<file path="src/rtl/regfile_read_arbiter.sv">
`default_nettype none
// ============================================================================
// Module   : regfile_read_arbiter
// Purpose  : Round-robin sharing of the single 32-bit register-file read port
//            among NUM_REQ requesters, with a fixed 2-cycle response latency.
// Revision : 1.0 - initial release
// ============================================================================
module regfile_read_arbiter #(
    parameter int NUM_REQ   = 4,
    parameter bit ZERO_REG0 = 1'b1
) (
    input  logic                 clock,
    input  logic                 reset,
    input  logic [NUM_REQ-1:0]   req_valid,
    input  logic [5*NUM_REQ-1:0] req_addr,
    output logic [NUM_REQ-1:0]   req_ready,
    input  logic                 stall,
    output logic [4:0]           mux_sel,
    input  logic [31:0]          mux_data,
    output logic [NUM_REQ-1:0]   rsp_valid,
    output logic [31:0]          rsp_data,
    output logic                 busy
);

    localparam int IDW = (NUM_REQ > 1) ? $clog2(NUM_REQ) : 1;

    logic [IDW-1:0]     r_rr_ptr;
    logic [4:0]         r_mux_sel;
    logic               r_s1_valid;
    logic [IDW-1:0]     r_s1_id;
    logic [NUM_REQ-1:0] r_rsp_valid;
    logic [31:0]        r_rsp_data;

    logic               w_found;
    logic [IDW-1:0]     w_grant_id;
    logic [NUM_REQ-1:0] w_grant;
    logic [4:0]         w_grant_addr;
    logic [NUM_REQ-1:0] w_s1_onehot;
    logic [31:0]        w_rd_data;

    function automatic logic [IDW-1:0] f_wrap(input int v);
        f_wrap = IDW'(v % NUM_REQ);
    endfunction

    // Scan starts at the round-robin pointer; the first valid requester wins.
    always_comb begin
        w_found    = 1'b0;
        w_grant_id = '0;
        if (!stall && !reset) begin
            for (int k = 0; k < NUM_REQ; k++) begin
                if (!w_found && req_valid[f_wrap(int'(r_rr_ptr) + k)]) begin
                    w_found    = 1'b1;
                    w_grant_id = f_wrap(int'(r_rr_ptr) + k);
                end
            end
        end
    end

    always_comb begin
        w_grant = '0;
        if (w_found) begin
            w_grant[w_grant_id] = 1'b1;
        end
    end

    always_comb begin
        w_s1_onehot          = '0;
        w_s1_onehot[r_s1_id] = 1'b1;
    end

    assign w_grant_addr = req_addr[5*int'(w_grant_id) +: 5];
    assign w_rd_data    = (ZERO_REG0 && (r_mux_sel == 5'd0)) ? 32'h0 : mux_data;

    always_ff @(posedge clock) begin
        if (reset) begin
            r_rr_ptr    <= '0;
            r_mux_sel   <= 5'd0;
            r_s1_valid  <= 1'b0;
            r_s1_id     <= '0;
            r_rsp_valid <= '0;
            r_rsp_data  <= 32'h0;
        end else begin
            r_s1_valid <= w_found;
            if (w_found) begin
                r_mux_sel <= w_grant_addr;
                r_s1_id   <= w_grant_id;
                r_rr_ptr  <= f_wrap(int'(w_grant_id) + 1);
            end
            // Mux output has had a full cycle to settle on the registered select.
            if (r_s1_valid) begin
                r_rsp_valid <= w_s1_onehot;
                r_rsp_data  <= w_rd_data;
            end else begin
                r_rsp_valid <= '0;
            end
        end
    end

    assign req_ready = w_grant;
    assign mux_sel   = r_mux_sel;
    assign rsp_valid = r_rsp_valid;
    assign rsp_data  = r_rsp_data;
    assign busy      = r_s1_valid;

endmodule
`default_nettype wire

</file>
<file path="config.mk">
export PLATFORM = sky130hd
export DESIGN_NAME = regfile_read_arbiter
export DESIGN_NICKNAME = d
export VERILOG_FILES = /design/src/rtl/regfile_read_arbiter.sv
export SDC_FILE = /design/constraint.sdc
export NUM_CORES = 1
export LEC_CHECK = 0
export BUFFER_PORTS_ARGS = -buffer_cell sky130_fd_sc_hd__buf_2
export CORE_MARGIN = 1.5
export CORE_UTILIZATION = 45
export DETAILED_ROUTE_END_ITERATION = 12
export PLACE_DENSITY = 0.8
export SYNTH_ARGS = -nofsm -noshare
export SYNTH_HDL_FRONTEND = slang
export SYNTH_SLANG_ARGS = --single-unit
</file>
<file path="constraint.sdc">
create_clock -name clock -period 4.2 [get_ports clock]
set_clock_uncertainty 0.1 [all_clocks]
set_input_delay 0.84 -clock clock [delete_from_list [all_inputs] [get_ports clock]]
set_output_delay 0.84 -clock clock [all_outputs]
set_load 0.1 [all_outputs]
</file>
==> metrics.log <==
[metrics] Fin Setup TNS: 0 ns
[metrics] total standard cell area after synthesis: 1980 sq um
[metrics] crit path DAT: 2.52 ns
[metrics] worst slew margin relative to its limit: 29.0%
[metrics] required time at the endpoint of the critical path: 3.26 ns
[metrics] most used flip-flop cell after synthesis: dfxtp_1
[metrics] critical register-to-register path endpoint: rsp_data[16]$_SDFFE_PP0P_
[metrics] share of the yosys chip area belonging to registers: 46.5%
[metrics] # fillers: 369
[metrics] Finish-stage setup viols: 0
[metrics] depth of the CTS H-tree: 2
[metrics] ratio of final minimum period to clock period: a little over 80%
[metrics] sum of overflow across all layers after global routing: 0
[metrics] global routing usage summed across all routing layers: 19.7%
[metrics] wirelength, routed: approximately 4.7 mm
[metrics] max-cap check violation count: 0
[metrics] count of warnings emitted by yosys: 0
[metrics] Port Buffer Count: around 100
[metrics] number of flip-flops and latches in the synthesized netlist: 46
[metrics] floorplan die area: 4810 sq um
[metrics] Clock Pin Slew Worst Setup and Hold Paths: 0.07 ns
[metrics] number of buffers inserted by hold repair at cts: 0
[metrics] total count of hold-check failures in the final report: 0
[metrics] routability cong.: 0.927
[metrics] Power Dens Cells: about 440 nW/um^2
[metrics] path type of the worst min-delay path: reg2reg
[metrics] startpoint type of the worst setup path: input port
[metrics] maximum number of pins on one net before global-route repair: 39
[metrics] launch instance of the worst register-to-register path: busy$_SDFF_PP0_
[metrics] gate count after technology mapping: 240
[metrics] Vias: 1952
[metrics] buffer count from post-CTS setup fixing: 0
[metrics] die height: between 60 and 70 microns
[metrics] DR DRC count: 0
[metrics] Site Rows: 23
[metrics] Diodes inserted: 0
[metrics] Post-synth EDFFs: 0
[metrics] cell depth of the worst flop-to-flop path: 4
[metrics] Synth-to-Final Area Change: 32.5%
[metrics] peak fanout along the critical path: 8
[metrics] maximum clock frequency: between 200 and 300 MHz
[metrics] area of the multi-input gates: 961 sq um
[metrics] Die X-Extent: 69.3 microns
[metrics] number of sinks on the clock net: 46
[metrics] area of the core region: 4120 sq um
[metrics] Initial Util: 48.1%
[metrics] number of max-slew violations in the final report: 0
[metrics] Leakage Power: roughly 0.0013 uW
[metrics] number of global-route vias before repair: 1793
[metrics] top-level port count: between 100 and 150
[metrics] status: complete, no violations
[metrics] number of cells on the worst hold path: 1
[metrics] actual slew at the worst max-slew pin: 1.06 ns
[metrics] maximum ir drop on the vdd rail: 308 uV
[metrics] number of DRC markers in iteration 0: approximately 110
[metrics] Worst Hold Launch: r_s1_id[1]$_SDFFE_PP0P_
[metrics] synthesized netlist net count: 299
[metrics] endpoint of the worst hold path: rsp_valid[1]$_SDFF_PP0_
[metrics] post-cts repair resize count: 0
[metrics] total number of nets in the final design: 398
[metrics] kind of end point of the critical path: output port
[metrics] Distinct cells, synth: 38
[metrics] clock buffers created by TritonCTS: 5
[metrics] final worst hold slack: 0.372 ns
[metrics] residual antenna-violating net count after detailed routing: 0
[metrics] dpl hpwl: 3.45 mm
[metrics] Clock Latency Late Sink: between 0.2 and 0.3 ns
[metrics] share of flip-flops with an asynchronous set or reset after synthesis: 0%
[metrics] crit path from: req_valid[1]
[metrics] Bufs on Longest Clock Path: 2
[metrics] type of the worst setup path: in2out
[metrics] synthesized area divided by synthesized cell count: 8.25 sq um
[metrics] total area of sequential cells: 921 sq um
[metrics] global-route wire length before repair: 7.91 mm
[metrics] first drt pass iteration count: 4
[metrics] CTS tree: done
[metrics] register-to-register path setup slack: 1.90 ns
[metrics] shortest clock period the worst path allows after layout: 3.46 ns
[metrics] cell chosen for the clock root: clkbuf_8
[metrics] antenna violations before repair: 0
[metrics] proportion of layout cells with a drive suffix above 1: 35.6%
[metrics] RSZ-0062 raised after global routing: no
[metrics] routed length per placed instance: 12.0 microns
[metrics] per-cell via count in the routed design: 5.01
[critical path: stages]
cell and delay (ns):
buf_2 0.13, nor2b_1 0.23, nor4_2 0.11, nor2_1 0.47, nand2_1 0.13, nor2_1 0.17, buf_2 0.45
[final cells by class]
type	instances	share of cell area [%]
clock inverters	1	1.15
flip-flops and latches	46	35.1
multi-input cells	171	36.6
repair buffers	106	20.4
inverters	9	1.38
clock buffers	7	2.91
well taps	50	2.39
[flip-flops by register name (all words and copies together) (netlist names)]
register / cells
r_rr_ptr: 2
mux_sel: 5
busy: 1
rsp_data: 32
rsp_valid: 4
r_s1_id: 2
[worst max path at each step]
stage | endpoint
global placement | req_ready[0]
detailed placement | req_ready[0]
global route | req_ready[0]
CTS | req_ready[0]
finish | req_ready[0]
floorplan | req_ready[0]
[cell usage after synthesis, types with 2 or more instances]
| master | number | area (sq um) |
|---|---|---|
| o21ai_0 | 6 | 30.0 |
| a21oi_1 | 32 | 160 |
| nand3_1 | 16 | 80.1 |
| dfxtp_1 | 46 | 921 |
| nor2b_1 | 35 | 219 |
| clkbuf_1 | 9 | 33.8 |
| nand2_1 | 7 | 26.3 |
| inv_1 | 8 | 30.0 |
| o211ai_1 | 5 | 37.5 |
| a32o_1 | 5 | 50.1 |
| a211o_1 | 2 | 17.5 |
| buf_2 | 2 | 10.0 |
| nor2_1 | 42 | 158 |
[cell families (layout without fill, tap and decap cells)]
logic type	Yosys count	after routing	share of synthesized area, %
and+or+nand+nor	112	112	29.2
buffers and inverters	23	123	5.18
DFF	46	46	46.5
AOI/OAI and AO/OA	59	59	19.1
[power breakdown]
group	total [uW]	internal, uW	switching (uW)
Clock	310	178	132
Combinational	369	86.4	283
Sequential	484	464	20.0
Total	1160	728	435
[placed cells by master, fill, tap and decap left out, drive strengths merged, types with 5 or more instances in the layout]
cell type | Yosys | final
inv | 9 | 9
o211ai | 5 | 5
nand2 | 7 | 7
a32o | 5 | 5
clkbuf | 10 | 7
nor2b | 36 | 36
o21ai | 8 | 8
dfxtp | 46 | 46
buf | 4 | 106
nor2 | 43 | 43
nand3 | 16 | 16
a21oi | 32 | 32
[layer usage]
metal / vias to the layer above / part of all wire, % / global-route usage [%]
met5: - / 0 / 0
met4: 0 / 1.2 / 6.75
met3: 4 / 4.8 / 5.81
met2: 62 / 49 / 31.8
met1: 877 / 45 / 25.2
li1: 1009 / - / -
[per-stage QoR]
| step | std cells | power (uW) | instance area (sq um) | util, % | setup slack (ns) |
|---|---|---|---|---|---|
| 2_1_floorplan | 240 | 790 | 1980 | - | 0.372 |
| 4_1_cts | 390 | 1170 | 2620 | 63.7 | 0.787 |
| 6_report | 390 | 1160 | 2620 | 63.7 | 0.743 |
| 3_5_place_dp | 382 | 863 | 2520 | 61.1 | 0.786 |
| 5_1_grt | 390 | 1220 | 2620 | 63.7 | 0.634 |
| 3_3_place_gp | 382 | 859 | 2520 | 61.1 | 0.856 |
No activity file was read; power rests on OpenSTA's default activity.
